File: src/rtl/game_flow_ctrl_if.sv
// Handshake bundle between the game-flow controller and its environment:
// frame/start/crash inputs in, state, enables and HUD counters out.
interface game_flow_ctrl_if #(
  parameter int SCORE_W = 14
);
  logic               frame_tick;
  logic               start;
  logic               crash;
  logic [1:0]         state;
  logic               run_en;
  logic               init_pulse;
  logic               plane_visible;
  logic [SCORE_W-1:0] score;
  logic [SCORE_W-1:0] high_score;
  logic               new_record;

  modport master (
    output frame_tick, start, crash,
    input  state, run_en, init_pulse, plane_visible, score, high_score, new_record
  );

  modport slave (
    input  frame_tick, start, crash,
    output state, run_en, init_pulse, plane_visible, score, high_score, new_record
  );
endinterface

File: src/rtl/game_flow_ctrl.sv
// Game-flow sequencer IDLE -> PLAY -> DYING -> OVER driven by the frame tick and crash flag;
// owns the generator enables, the plane blink, and the score/high-score counters.
module game_flow_ctrl #(
  parameter int SCORE_W      = 14,
  parameter int SCORE_DIV    = 30,
  parameter int GRACE_FRAMES = 8,
  parameter int DYING_FRAMES = 90,
  parameter int FLASH_FRAMES = 6
) (
  input  logic             clk,
  input  logic             reset,
  game_flow_ctrl_if.slave  bus
);

  typedef enum logic [1:0] {
    IDLE  = 2'd0,
    PLAY  = 2'd1,
    DYING = 2'd2,
    OVER  = 2'd3
  } state_t;

  localparam int GRACE_W = (GRACE_FRAMES > 0) ? $clog2(GRACE_FRAMES + 1) : 1;
  localparam int DIV_W   = (SCORE_DIV > 1)    ? $clog2(SCORE_DIV)        : 1;
  localparam int DYING_W = (DYING_FRAMES > 1) ? $clog2(DYING_FRAMES)     : 1;
  localparam int FLASH_W = (FLASH_FRAMES > 1) ? $clog2(FLASH_FRAMES)     : 1;

  localparam logic [GRACE_W-1:0] GRACE_LAST = GRACE_W'(GRACE_FRAMES);
  localparam logic [DIV_W-1:0]   DIV_LAST   = DIV_W'(SCORE_DIV - 1);
  localparam logic [DYING_W-1:0] DYING_LAST = DYING_W'(DYING_FRAMES - 1);
  localparam logic [FLASH_W-1:0] FLASH_LAST = FLASH_W'(FLASH_FRAMES - 1);
  localparam logic [SCORE_W-1:0] SCORE_MAX  = {SCORE_W{1'b1}};

  state_t             state_reg, state_next;
  logic               start_q_reg;
  logic               armed_reg;
  logic [GRACE_W-1:0] grace_reg, grace_next;
  logic [DIV_W-1:0]   div_reg, div_next;
  logic [DYING_W-1:0] dying_reg, dying_next;
  logic [FLASH_W-1:0] flash_reg, flash_next;
  logic [SCORE_W-1:0] score_reg, score_next;
  logic [SCORE_W-1:0] high_reg, high_next;
  logic               new_record_reg, new_record_next;
  logic               init_reg, init_next;
  logic               visible_reg, visible_next;
  logic               run_en_reg, run_en_next;
  logic               start_rise;

  // A start held high through reset release must be seen low once before it can launch a game.
  assign start_rise = bus.start & ~start_q_reg & armed_reg;

  always_ff @(posedge clk or posedge reset) begin
    if (reset) begin
      state_reg      <= IDLE;
      start_q_reg    <= 1'b0;
      armed_reg      <= 1'b0;
      grace_reg      <= '0;
      div_reg        <= '0;
      dying_reg      <= '0;
      flash_reg      <= '0;
      score_reg      <= '0;
      high_reg       <= '0;
      new_record_reg <= 1'b0;
      init_reg       <= 1'b0;
      visible_reg    <= 1'b1;
      run_en_reg     <= 1'b0;
    end else begin
      state_reg      <= state_next;
      start_q_reg    <= bus.start;
      armed_reg      <= armed_reg | ~bus.start;
      grace_reg      <= grace_next;
      div_reg        <= div_next;
      dying_reg      <= dying_next;
      flash_reg      <= flash_next;
      score_reg      <= score_next;
      high_reg       <= high_next;
      new_record_reg <= new_record_next;
      init_reg       <= init_next;
      visible_reg    <= visible_next;
      run_en_reg     <= run_en_next;
    end
  end

  always_comb begin
    state_next      = state_reg;
    grace_next      = grace_reg;
    div_next        = div_reg;
    dying_next      = dying_reg;
    flash_next      = flash_reg;
    score_next      = score_reg;
    high_next       = high_reg;
    new_record_next = new_record_reg;
    init_next       = 1'b0;
    visible_next    = visible_reg;

    unique case (state_reg)
      IDLE, OVER: begin
        if (start_rise) begin
          state_next      = PLAY;
          score_next      = '0;
          new_record_next = 1'b0;
          grace_next      = '0;
          div_next        = '0;
          dying_next      = '0;
          flash_next      = '0;
          init_next       = 1'b1;
          visible_next    = 1'b1;
        end
      end

      PLAY: begin
        if (bus.frame_tick) begin
          if (grace_reg < GRACE_LAST) begin
            grace_next = grace_reg + 1'b1;
          end
          if (bus.crash && (grace_reg >= GRACE_LAST)) begin
            state_next   = DYING;
            visible_next = 1'b0;
            dying_next   = '0;
            flash_next   = '0;
          end else if (div_reg == DIV_LAST) begin
            div_next = '0;
            if (score_reg != SCORE_MAX) begin
              score_next = score_reg + 1'b1;
            end
          end else begin
            div_next = div_reg + 1'b1;
          end
        end
      end

      DYING: begin
        if (bus.frame_tick) begin
          if (dying_reg == DYING_LAST) begin
            state_next   = OVER;
            visible_next = 1'b1;
            if (score_reg > high_reg) begin
              high_next       = score_reg;
              new_record_next = 1'b1;
            end
          end else begin
            dying_next = dying_reg + 1'b1;
            if (flash_reg == FLASH_LAST) begin
              flash_next   = '0;
              visible_next = ~visible_reg;
            end else begin
              flash_next = flash_reg + 1'b1;
            end
          end
        end
      end

      default: state_next = IDLE;
    endcase

    run_en_next = (state_next == PLAY);
  end

  assign bus.state         = state_reg;
  assign bus.run_en        = run_en_reg;
  assign bus.init_pulse    = init_reg;
  assign bus.plane_visible = visible_reg;
  assign bus.score         = score_reg;
  assign bus.high_score    = high_reg;
  assign bus.new_record    = new_record_reg;

endmodule

File: src/flat_wrapper.sv
// flat-port wrapper written by rule: the top's interface ports become plain ports
module game_flow_ctrl_flat 
#(
  parameter int SCORE_W      = 14,
  parameter int SCORE_DIV    = 30,
  parameter int GRACE_FRAMES = 8,
  parameter int DYING_FRAMES = 90,
  parameter int FLASH_FRAMES = 6
)
  (clk, reset, bus_frame_tick, bus_start, bus_crash, bus_state, bus_run_en, bus_init_pulse, bus_plane_visible, bus_score, bus_high_score, bus_new_record);
  game_flow_ctrl_if #(.SCORE_W(SCORE_W)) bus_i ();
  input  logic clk;
  input  logic reset;
  input wire logic [$bits(bus_i.frame_tick)-1:0] bus_frame_tick;
  input wire logic [$bits(bus_i.start)-1:0] bus_start;
  input wire logic [$bits(bus_i.crash)-1:0] bus_crash;
  output wire logic [$bits(bus_i.state)-1:0] bus_state;
  output wire logic [$bits(bus_i.run_en)-1:0] bus_run_en;
  output wire logic [$bits(bus_i.init_pulse)-1:0] bus_init_pulse;
  output wire logic [$bits(bus_i.plane_visible)-1:0] bus_plane_visible;
  output wire logic [$bits(bus_i.score)-1:0] bus_score;
  output wire logic [$bits(bus_i.high_score)-1:0] bus_high_score;
  output wire logic [$bits(bus_i.new_record)-1:0] bus_new_record;
  assign bus_i.frame_tick = bus_frame_tick;
  assign bus_i.start = bus_start;
  assign bus_i.crash = bus_crash;
  assign bus_state = bus_i.state;
  assign bus_run_en = bus_i.run_en;
  assign bus_init_pulse = bus_i.init_pulse;
  assign bus_plane_visible = bus_i.plane_visible;
  assign bus_score = bus_i.score;
  assign bus_high_score = bus_i.high_score;
  assign bus_new_record = bus_i.new_record;
  game_flow_ctrl #(.SCORE_W(SCORE_W), .SCORE_DIV(SCORE_DIV), .GRACE_FRAMES(GRACE_FRAMES), .DYING_FRAMES(DYING_FRAMES), .FLASH_FRAMES(FLASH_FRAMES)) u_core (.clk(clk), .reset(reset), .bus(bus_i));
endmodule
File: config.mk
export PLATFORM = sky130hd
export DESIGN_NAME = game_flow_ctrl_flat
export DESIGN_NICKNAME = d
export VERILOG_FILES = /design/src/rtl/game_flow_ctrl_if.sv /design/src/rtl/game_flow_ctrl.sv /design/src/flat_wrapper.sv
export SDC_FILE = /design/constraint.sdc
export NUM_CORES = 1
export LEC_CHECK = 0
export ABC_AREA = 1
export CORE_MARGIN = 2
export CORE_UTILIZATION = 56
export DETAILED_ROUTE_END_ITERATION = 7
export PLACE_DENSITY_LB_ADDON = 0.05
export SETUP_SLACK_MARGIN = 0.4
export SLEW_MARGIN = 20
export SYNTH_ARGS = -nofsm -noshare
export SYNTH_HDL_FRONTEND = slang
export SYNTH_SLANG_ARGS = --single-unit
File: constraint.sdc
create_clock -name clk -period 2.4 [get_ports clk]
set_input_delay 0.6 -clock clk [delete_from_list [all_inputs] [get_ports clk]]
set_output_delay 0.6 -clock clk [all_outputs]
set_load 0.02 [all_outputs]
# After elaboration in Yosys (flattened, before gate mapping)
# Index checks and enable logic that the tools add are counted.
[totals] input_bits=5 output_inout_bits=34 ff_bits=55
[op_classes] n_reduce_logical=12 n_eq_ne=20 magnitude_cmp=3 add_sub_neg=5 muxes=48 n_bitwise=6
[ops] cell="2-to-1 mux 14 bit" n=5
[ops] cell="2-to-1 mux 7 bit" n=5
[ops] cell="one-hot mux 14 bit (2 select lines)" n=1
[ops] cell="one-hot mux 7 bit (3 select lines)" n=1
[ops] cell="2-to-1 mux 5 bit" n=4
[ops] cell="2-to-1 mux 3 bit" n=6
[ops] cell="AND reduction 5 bit" n=3
[ops] cell="adder 14 x 1 -> 14 bit (second input constant)" n=1
[ops] cell="> comparator 14 bit" n=1
[ops] cell="inequality test 14 bit (second input constant)" n=1
[ops] cell="inequality test 2 x 1 -> 1 bit (second input constant)" n=7
[ops] cell="2-to-1 mux 1 bit" n=12
[ops] cell="2-to-1 mux 4 bit" n=3
[ops] cell="AND reduction 4 bit" n=3
[ops] cell="2-to-1 mux 2 bit" n=5
[ops] cell="one-hot mux 5 bit (2 select lines)" n=1
[ops] cell="one-hot mux 3 bit (3 select lines)" n=1
[ops] cell="inequality test 2 bit (second input constant)" n=4
[ops] cell="one-hot mux 4 bit (2 select lines)" n=1
[ops] cell="adder 7 x 1 -> 7 bit (second input constant)" n=1
[ops] cell="equality test 7 bit (second input constant)" n=1
[ops] cell="one-hot mux 2 bit (3 select lines)" n=1
[ops] cell="AND reduction 6 bit" n=1
[ops] cell="adder 5 x 1 -> 5 bit (second input constant)" n=1
[ops] cell="18 further kinds" n=24

# Longest topological paths before layout
# Gate-level depths: netlist of run 1.
[depth] depth_word=6 mapped_depth=13

# Worst setup path before layout of run 1
# Ideal clock, no wire load.
[synth_path] kind="reg-to-reg" from="register u_core.state_reg[0] (netlist: u_core.bus.state[0])" to="register u_core.score_reg[10] (netlist: u_core.bus.score[10])" setup_time_ps=127 synth_period_minus_slack_ps=1878 path_slack_ps=522 path_buffers=1 path_stages_with_launch=11 t_arrival_ps=1751 cell_sequence="dfrtp_1 inv_1 ha_1 inv_1 a21oi_4 nand3_4 nor2_4 nand2_4 buf_6 nand2_1 o21ai_0"
[synth_via] elab_chain_len=4
[synth_lines] element="start, declared" line_no="game_flow_ctrl.sv:33" rtl="state_t state_reg, state_next;"
[synth_lines] element="start signal, assigned" line_no="game_flow_ctrl.sv:67" rtl="state_reg <= state_next;"
[synth_lines] element="equality test 2 bit / logical NOT 2 bit (equally long branches)" line_no="game_flow_ctrl.sv:95" rtl="unique case (state_reg)"
[synth_lines] element="OR reduction 2 bit" line_no="game_flow_ctrl.sv:95"
[synth_lines] element="inequality test 2 x 1 -> 1 bit (no line) / nonzero test 2 bit (equally long branches)"
[synth_lines] element="AND reduction 6 bit (no line)"
[synth_lines] element="end signal, assigned" line_no="game_flow_ctrl.sv:74" rtl="score_reg <= score_next;"
[synth_lines] element="end, declared" line_no="game_flow_ctrl.sv:40" rtl="logic [SCORE_W-1:0] score_reg, score_next;"
# Several ways; a longest one is shown, not always the timed one.
# A chain may end at the register's enable or synchronous reset.

# Worst setup path in the final report of run 1
[layout_path] from="register u_core.state_reg[1] (netlist: u_core.bus.state[1])" to="output port bus_state[1]"
[layout_rtl] element="end, declared" line_no="flat_wrapper.sv:17" rtl="output wire logic [$bits(bus_i.state)-1:0] bus_state;"
# No word-level cell between the ends.

==> key figures, run 1 <==
Timing
  – RSZ-0062 raised after global routing: true
  – Final hold vios: 0
  – Final min period: just under 2 ns
  – Slew headroom: 67.8%
  – Worst-margin pin slew: 0.480 ns
  – Final period utilization: 81.0%
  – Peak Freq: 515 MHz
  – Setup TNS: 0 ns
  – Final hold slack: 0.489 ns
  – Setup violations, final: 0
  – Final Slew Violations: 0
  – Clock Skew: 0.0163 ns

GRT
  – Vias in the first global route: 2786
  – Tot GR Track Use: 24.2%
  – Grt ovf: 0
  – Largest net degree at the start of global routing: 56
  – Initial antenna violation count: 0
  – First-pass GRT wire length: 12600 um

Yosys
  – Synth area leaders: dfrtp_1 (40%), nand2_1 (12%), ha_1 (8.6%)
  – Post-synth cell types: 35
  – Most used DFF post-synth: dfrtp_1
  – Post-synthesis net count: roughly 450
  – Largest area contributor in the netlist: dfrtp_1
  – Mapped Cells: between 400 and 500
  – Register area share after synthesis: approximately two fifths
  – Most frequent cell after synthesis: nand2_1
  – #FFs+latches synth: 55
  – Avg Inst Size Synth: 7.92 um2
  – Top-area cell type share of the netlist area: 40.2%
  – YS warnings: 0
  – Synth cell count leaders: nand2_1 (112), inv_1 (62), dfrtp_1 (54)
  – Post-Syn Area: 3360 um2
  – Asr flop ratio synth: 100%
  – Number of synthesized flops with an enable pin: 0

Cells and area
  – Filler cells: 458
  – Diode count: 0
  – P&R area growth vs syn: 22.6%
  – Nets: 509
  – Post-route cell area: a little over 4000 um2
  – Fin cells: 557
  – Layout cells sized above 1: 13.1%
  – Multi-input gate area: 1760 um2
  – Register area: roughly 1400 um2

Detailed routing
  – WL per Instance: 14.1 um
  – Vias after detailed routing: around 3000
  – Routed length on met2: 4040 um
  – Residual DRC: 0
  – Routed WL: 7850 um
  – Post-route ant nets: 0
  – Top Layer Used: met4
  – M1 WL: 3320 um
  – Initial drt markers: 256
  – Vias per cell: 5.34
  – Drt pass-1 iters: 4
  – Met3 wire len: between 400 and 500 um

Pwr
  – Clock power frac: around an eighth
  – Pwr/cell area: a little over 900 nW/um2
  – Logic pwr share: a little under three fifths
  – Peak VDD IR: 0.947 mV
  – Sequential power share: 31.1%
  – Net Sw Frac: 47.2%
  – P_sw: 1820 uW
  – Power Internal: 2040 uW
  – Leakage dissipation: 0.00205 uW

Placement
  – # port buffers: 38
  – Placed cell areas: about 3900 um2
  – RD Place Congestion: 0.891
  – Dpl hpwl: 5350 um
  – Placed cell count: 540

Critical path
  – Buf+Inv Stages, Crit Path: 1
  – Worst setup SP type: flop
  – Critical path depth: 1
  – CP Class: reg -> out
  – Critical Path RT: approximately 1.8 ns
  – CP max stage delay: 0.63 ns
  – Top delay family on crit path: buffers and inverters
  – Crit path max fanout: 3
  – Critical path cell sequence: clkdlybuf4s50_1
  – R2R depth: 10
  – Crit end category: output pin
  – Worst Path Arrival: 1.34 ns
  – Slowest cell on crit path: clkdlybuf4s50_1

Worst hold path
  – Hold Path Stages: 2
  – Min-Delay Path Class: reg -> reg

Status
  – Run status: completed

Flow run
  – Max-Cap Viols: 0

CTS
  – Worst-case clock buffer depth: 2
  – Root buf cell: clkbuf_8
  – H-tree Lvls: 2
  – Clk sinks: 55
  – Number of buffers created by CTS: 5
  – Cts hold-fix bufs: 0
  – Clk pin slew, worst setup/hold paths: 0.09 ns
  – Worst skew pair latency: 0.30 ns
  – CTS tree: yes

Floorplan
  – Ports: 39
  – Core ar.: 5850 um2
  – Die Span X: 81.5 um
  – # rows: 28
  – Die Area: 6640 um2
  – Die H: 81.5 um
  – Starting density of the core: 57.5%
[layer usage]
layer	up-vias	global-route usage [%]
li1	1487	-
met4	0	6.95
met3	6	3.52
met1	1404	30.6
met5	-	0
met2	80	43.0
[power groups by stage]
| stage | sequential [uW] | combinational, uW | clock [uW] |
|---|---|---|---|
| floorplan | 1270 | 1220 | 0 |
| global placement | 1210 | 1720 | 0 |
| detailed placement | 1210 | 1770 | 0 |
| CTS | 1190 | 1760 | 514 |
| global route | 1220 | 2370 | 553 |
| finish | 1200 | 2160 | 498 |
[cell type report]
class                      count  area share (%)
multi-input combinational    294            42.6
timing repair buffer          58            13.2
tap                           75            2.27
clock inverter                 1           0.121
clock buffer                   7            1.85
inverter                      67            6.46
sequential                    55            33.5
[tightest hold or removal path, stage by stage, from the launching register on]
cell and delay [ns]:
dfrtp_1 0.37, inv_1 0.04, nand2_1 0.05
[final timing paths]
path / from / slack [ns] / to
worst max-delay path: u_core.bus.state[1] / 0.46 / bus_state[1]
worst min-delay path: u_core.armed_reg / 0.49 / u_core.armed_reg
worst max register to register: u_core.bus.score[1] / 0.50 / u_core.bus.score[11]
worst min register to register: u_core.armed_reg / 0.49 / u_core.armed_reg
max in group asynchronous: reset / 1.45 / u_core.bus.plane_visible
min in group asynchronous: reset / 0.65 / u_core.bus.high_score[9]
[kinds of logic (layout without fill, tap and decap cells)]
kind of cell / count (synthesis) / in the layout / share of synthesized area, %
simple gates: 206 / 207 / 28.7
buf+inv: 77 / 133 / 9.33
flops: 55 / 55 / 40.9
compound gates: 50 / 50 / 8.85
fa+ha+maj: 23 / 23 / 8.55
xor+xnor: 14 / 14 / 3.64
[per-stage QoR]
stage          power, uW  utilization [%]  setup WS (ns)
6_report            3850             70.5          0.457
5_1_grt             4140             70.5          0.367
4_1_cts             3470             67.6          0.392
3_5_place_dp        2980             66.3         0.0929
3_3_place_gp        2930             66.3          0.162
2_1_floorplan       2500                -          0.459
[cells in the final DEF (no fill, tap or decap), types with 4 or more instances in the layout]
master / instances
nor3_1: 8
clkbuf_8: 5
nor2_4: 4
nand2_1: 110
dlygate4sd2_1: 11
dlymetal6s2s_1: 5
inv_1: 61
o21ai_2: 5
a21oi_1: 14
dfrtp_1: 52
nor2_1: 21
buf_4: 18
o21ai_0: 19
nand3_1: 21
nand4_1: 24
xor2_1: 11
clkdlybuf4s50_1: 22
ha_1: 21
nor2_2: 4
[repair_timing]
item | CTS | global route
endpoints found under the setup margin | 22 | 38
setup buffers | 0 | 7
gates resized for setup | 14 | 26
pin swaps | 0 | 3
cloned | 0 | 2
(Power assumes the default switching activity.)
==> inputs of run 2 (changes only) <==
--- a/config.mk
+++ b/config.mk
@@ -7,7 +7,7 @@
 export LEC_CHECK = 0
 export ABC_AREA = 1
 export CORE_MARGIN = 2
-export CORE_UTILIZATION = 56
+export CORE_UTILIZATION = 51
 export DETAILED_ROUTE_END_ITERATION = 7
 export PLACE_DENSITY_LB_ADDON = 0.05
 export SETUP_SLACK_MARGIN = 0.4
==> constraint.sdc (replaced) <==
create_clock -name clk -period 1.6 [get_ports clk]
set_input_delay 0.4 -clock clk [delete_from_list [all_inputs] [get_ports clk]]
set_output_delay 0.4 -clock clk [all_outputs]
set_load 0.02 [all_outputs]
==> run 2 against run 1 <==
  * The run now ends with negative setup slack left
  * Die area increased by 9.3%
  * Sequential power increased by 51%
  * Non-clock buffer count up 93
  * Combinational power rose to 3.0 times the previous value
  * Global-route usage grew 5.4 points
  * Core utilization is 21 points higher
==> key figures, run 2 (synthesis gave the netlist of run 1 again) <==
Status
  – Run status: finished with violations
  – Violated checks: negative setup slack

Placement
  – RD Place Congestion: 0.875
  – # port buffers: 38
  – Dpl hpwl: around 6000 um

CTS
  – H-tree Lvls: 2
  – Clk sinks: 55
  – Number of buffers created by CTS: 5
  – CTS tree: yes
  – Clk pin slew, worst setup/hold paths: 0.12 ns
  – Root buf cell: clkbuf_8
  – Worst skew pair latency: 0.33 ns
  – Worst-case clock buffer depth: 2

GRT
  – Largest net degree at the start of global routing: 56
  – Tot GR Track Use: 29.7%
  – First-pass GRT wire length: 17300 um
  – Vias in the first global route: 3622
  – Grt ovf: 0
  – Initial antenna violation count: 0

Detailed routing
  – Routed WL: 13000 um
  – Vias per cell: 5.95
  – WL per Instance: approximately 20 um
  – Post-route ant nets: 0
  – Residual DRC: 0
  – Initial drt markers: roughly 360
  – Drt pass-1 iters: 5
  – Vias after detailed routing: 3894

Pwr
  – Peak VDD IR: about 1.6 mV
  – Final Total Pwr: 9130 uW
  – Leakage dissipation: 0.00269 uW
  – Pwr/cell area: 1580 nW/um2

Timing
  – Setup TNS: -6.69 ns
  – Final min period: 1.90 ns
  – Final hold vios: 0
  – Slew headroom: about three quarters
  – Final period utilization: 119%
  – Final Slew Violations: 0
  – Setup WS post-layout: -0.302 ns
  – Worst-margin pin slew: 0.356 ns
  – Setup violations, final: 46
  – Peak Freq: 526 MHz
  – RSZ-0062 raised after global routing: true
  – Clock Skew: about 0.020 ns

Floorplan
  – # rows: 29
  – Die H: 85.2 um
  – Die Area: 7260 um2
  – Starting density of the core: 53.0%
  – Ports: 39
  – Die Span X: 85.2 um
  – Core ar.: 6350 um2

Cells and area
  – P&R area growth vs syn: 71.9%
  – Commonest non-fill, non-tap cells in the layout: buf_6 (87), nand2_1 (75), buf_4 (54)
  – Layout cells sized above 1: between 50% and 60%
  – Most common cell after layout, fill and taps aside: buf_6
  – Diode count: 0
  – Final core occ: 91.1%
  – Nets: 605

Critical path
  – Critical path depth: 8
  – Crit path max fanout: 7
  – Slowest cell on crit path: dfrtp_1
  – R2R Setup Slk: -0.30 ns
  – Buf+Inv Stages, Crit Path: 2
  – Worst setup SP type: flop
  – Critical Path RT: 1.82 ns
  – CP dominant cell by count: nand4_1
  – Crit end category: flop
  – Top delay family on crit path: simple AND/OR/NAND/NOR gates
  – Worst Path Arrival: 2.12 ns
  – Critical path cell sequence: inv_1, ha_4, nand4_1, nor2_4, nand4_4, buf_6, nand4_1, nand2_1
  – CP Class: reg -> reg
  – R2R depth: 8
  – CP max stage delay: 0.42 ns

Flow run
  – Max-Cap Viols: 0

Worst hold path
  – Min-Delay Path Class: in -> async
-- run 2: tightest hold or removal path, delay by kind of cell --
kind	cells	cell delay [ns]
buffers and inverters	3	0.83
-- run 2: final cells by class --
class | count | area (um2)
Timing Repair Buffer | 151 | 1540
Tap cell | 77 | 96.3
Sequential cell | 55 | 1400
Clock inverter | 2 | 16.3
Timing Repair inverter | 1 | 11.3
Multi-Input combinational cell | 296 | 2340
Fill cell | 229 | 566
Inverter | 67 | 295
Clock buffer | 6 | 82.6
-- run 2: final timing paths --
kind | end | start
max | u_core.bus.high_score[2] | u_core.bus.high_score[7]
min | u_core.bus.score[0] | reset
max reg2reg | u_core.bus.high_score[2] | u_core.bus.high_score[7]
min reg2reg | u_core.armed_reg | u_core.armed_reg
max in group asynchronous | u_core.bus.plane_visible | reset
min in group clk | u_core.armed_reg | u_core.armed_reg
-- run 2: through the flow --
| step | cells | cell area (um2) | worst slack, ns | hold WS, ns |
|---|---|---|---|---|
| CTS | 633 | 5300 | -0.116 | 0.513 |
| global route | 655 | 5780 | -0.352 | 0.541 |
| finish | 655 | 5780 | -0.302 | 0.506 |
| global placement | 598 | 4420 | -0.348 | 0.462 |
| detailed placement | 598 | 4420 | -0.388 | 0.470 |
| floorplan | 425 | 3500 | -0.161 | 0.431 |
-- run 2: metal layers --
| metal | global-route usage [%] | up-vias | wire length [um] |
|---|---|---|---|
| met3 | 3.40 | 80 | 826 |
| met2 | 54.3 | 251 | 6720 |
| met1 | 35.6 | 1866 | 4790 |
| met5 | 0 | - | 0 |
| li1 | - | 1697 | - |
| met4 | 11.0 | 0 | 627 |
-- run 2: what timing repair did --
| action | in CTS | in global routing |
|---|---|---|
| gates resized for setup | 345 | 74 |
| hold buffers | 0 | 0 |
| pin swaps | 49 | 35 |
| setup buffers | 23 | 21 |
| gates cloned | 4 | 1 |
| endpoints found under the setup margin | 87 | 87 |
-- run 2: where the power goes --
group	internal [uW]	switching (uW)	total (uW)
Clock	355	507	862
Combinational	2970	3480	6450
Sequential	1620	195	1810
Total	4950	4180	9130
==> inputs of run 3 (changes only) <==
--- a/config.mk
+++ b/config.mk
@@ -7,7 +7,8 @@
 export LEC_CHECK = 0
 export ABC_AREA = 1
 export CORE_MARGIN = 2
-export CORE_UTILIZATION = 51
+export CORE_UTILIZATION = 53
+export CTS_BUF_LIST = sky130_fd_sc_hd__clkbuf_8
 export DETAILED_ROUTE_END_ITERATION = 7
 export PLACE_DENSITY_LB_ADDON = 0.05
 export SETUP_SLACK_MARGIN = 0.4
==> run 3 against run 2 <==
  * The run still ends with negative setup slack left
  * Highest routed layer unchanged
  * Clock-buffer cell count did not move
  * Setup slack improved by 0.11 ns
  * Sequential share of layout area rose by 1.2 points
==> key figures, run 3 (synthesis gave the netlist of run 1 again) <==
Status
  – Run status: finished with violations
  – Violated checks: negative setup slack

Detailed routing
  – Drt pass-1 iters: 5
  – Initial drt markers: 221
  – WL per Instance: roughly 16 um
  – Vias per cell: about 5.4
  – Vias after detailed routing: 3493
  – Post-route ant nets: 0
  – Residual DRC: 0
  – Routed WL: 10500 um

GRT
  – First-pass GRT wire length: 15500 um
  – Grt ovf: 0
  – Largest net degree at the start of global routing: 56
  – Initial antenna violation count: 0
  – Vias in the first global route: 3332
  – Tot GR Track Use: 27.2%

Placement
  – Post-Place Worst Slack: -0.401 ns
  – Placed cell count: 598
  – RD Place Congestion: 0.924
  – # port buffers: 38
  – Dpl hpwl: ~6000 um

Pwr
  – Pwr/cell area: around 1500 nW/um2
  – Net Sw Frac: between 40% and 50%
  – Leakage dissipation: 0.00258 uW
  – P_sw: 3660 uW
  – Sequential power share: a little over a fifth
  – Clock power frac: under 10%
  – Peak VDD IR: ~1.4 mV
  – Power Internal: 4570 uW
  – Logic pwr share: 68.2%

Critical path
  – Critical path cell sequence: inv_2, ha_4, nand4_1, nor2_4, nand2_2, nand2_4, nand3_4, nand2_1, nand2_1
  – Slowest cell on crit path: dfrtp_1
  – Top delay family on crit path: simple AND/OR/NAND/NOR gates
  – Buf+Inv Stages, Crit Path: 1
  – Setup crit start: u_core.bus.high_score[7]
  – CP max stage delay: 0.42 ns
  – Crit Reg-Reg Startpoint: u_core.bus.high_score[7]
  – R2R depth: 9
  – Crit end category: flop
  – CP dominant cell by count: nand2_1
  – Worst setup SP type: flop
  – Critical path depth: 9
  – R2R Setup Slk: -0.19 ns
  – Worst Path Arrival: 2.00 ns
  – CP Class: reg -> reg
  – Crit path max fanout: 7
  – Critical Path RT: 1.81 ns

Cells and area
  – Nets: 600
  – Filler cells: about 310
  – Commonest non-fill, non-tap cells in the layout: nand2_1 (83), buf_6 (78), buf_4 (63)
  – Layout cells sized above 1: about half
  – Most common cell after layout, fill and taps aside: nand2_1
  – P&R area growth vs syn: 63.6%
  – Diode count: 0
  – Fin cells: 650
  – Final core occ: between 80 and 90%

Worst hold path
  – Min-delay src: u_core.flash_reg[2]
  – Min-Delay Path Class: reg -> reg
  – Hold Path Stages: 2

CTS
  – Cts hold-fix bufs: 0
  – Number of buffers created by CTS: 5
  – Worst-case clock buffer depth: 2
  – H-tree Lvls: 2
  – Clk pin slew, worst setup/hold paths: 0.11 ns
  – Worst skew pair latency: 0.31 ns
  – Root buf cell: clkbuf_8
  – CTS tree: yes
  – Clk sinks: 55

Floorplan
  – Die H: 83.7 um
  – # rows: 29
  – Die Area: 7000 um2
  – Starting density of the core: a little over half
  – Die Span X: 83.7 um
  – Ports: 39
  – Core ar.: about 6200 um2

Timing
  – Final hold slack: 0.522 ns
  – Setup TNS: -4.52 ns
  – Setup violations, final: 42
  – RSZ-0062 raised after global routing: true
  – Final hold vios: 0
  – Final min period: around 1.8 ns
  – Final Slew Violations: 0
  – Setup WS post-layout: -0.193 ns
  – Peak Freq: 558 MHz
  – Final period utilization: 112%
  – Clock Skew: 0.0150 ns
  – Worst-margin pin slew: roughly 0.34 ns
  – Slew headroom: 77.3%

Flow run
  – Max-Cap Viols: 0
run 3: power by group through the flow:
stage / sequential (uW) / combinational (uW) / clock, uW
after floorplan: 1930 / 2050 / 0
after global placement: 1780 / 3600 / 0
after detailed placement: 1790 / 3690 / 0
after CTS: 1790 / 4780 / 821
after global routing: 1840 / 5950 / 846
final: 1810 / 5620 / 803
run 3: worst reg2reg max path, delay by kind of cell (launching register included):
kind,cells,cell delay [ns]
adders and majority gates,1,0.27
buffers and inverters,1,0.06
DFF,1,0.42
and+or+nand+nor,7,0.94
run 3: metrics by stage:
stage | power (uW) | instance area (um2)
after CTS | 7390 | 5000
after floorplan | 3990 | 3500
after detailed placement | 5490 | 4420
after global routing | 8640 | 5500
final | 8230 | 5500
after global placement | 5380 | 4420
run 3: metal layers:
metal,track usage (%),wire (um),up-vias
met5,0,0,-
met4,10.7,362,0
met3,3.56,389,39
met2,49.8,5580,107
met1,32.3,4130,1667
li1,-,-,1680
run 3: path summary, 6_finish.rpt:
path,endpoint
worst max-delay path,u_core.bus.high_score[6]
worst min-delay path,u_core.flash_reg[2]
worst min register to register,u_core.flash_reg[2]
worst max register to register,u_core.bus.high_score[6]
max in group asynchronous,u_core.bus.plane_visible
min in group asynchronous,u_core.bus.score[0]
run 3: cell type report:
cell class	count	area [um2]	area share, %
Multi-Input combinational cell	294	2170	39.5
Timing Repair Buffer	148	1450	26.4
Sequential cell	55	1400	25.5
Inverter	67	283	5.14
Tap cell	77	96.3	1.75
Clock buffer	6	82.6	1.50
Clock inverter	2	8.76	0.159
Timing Repair inverter	1	8.76	0.159
run 3: timing repair:
item,CTS,global route
setup buffers,15,26
gates cloned,2,1
setup endpoints to repair,87,87
pin swaps,25,15
gates resized for setup,286,78
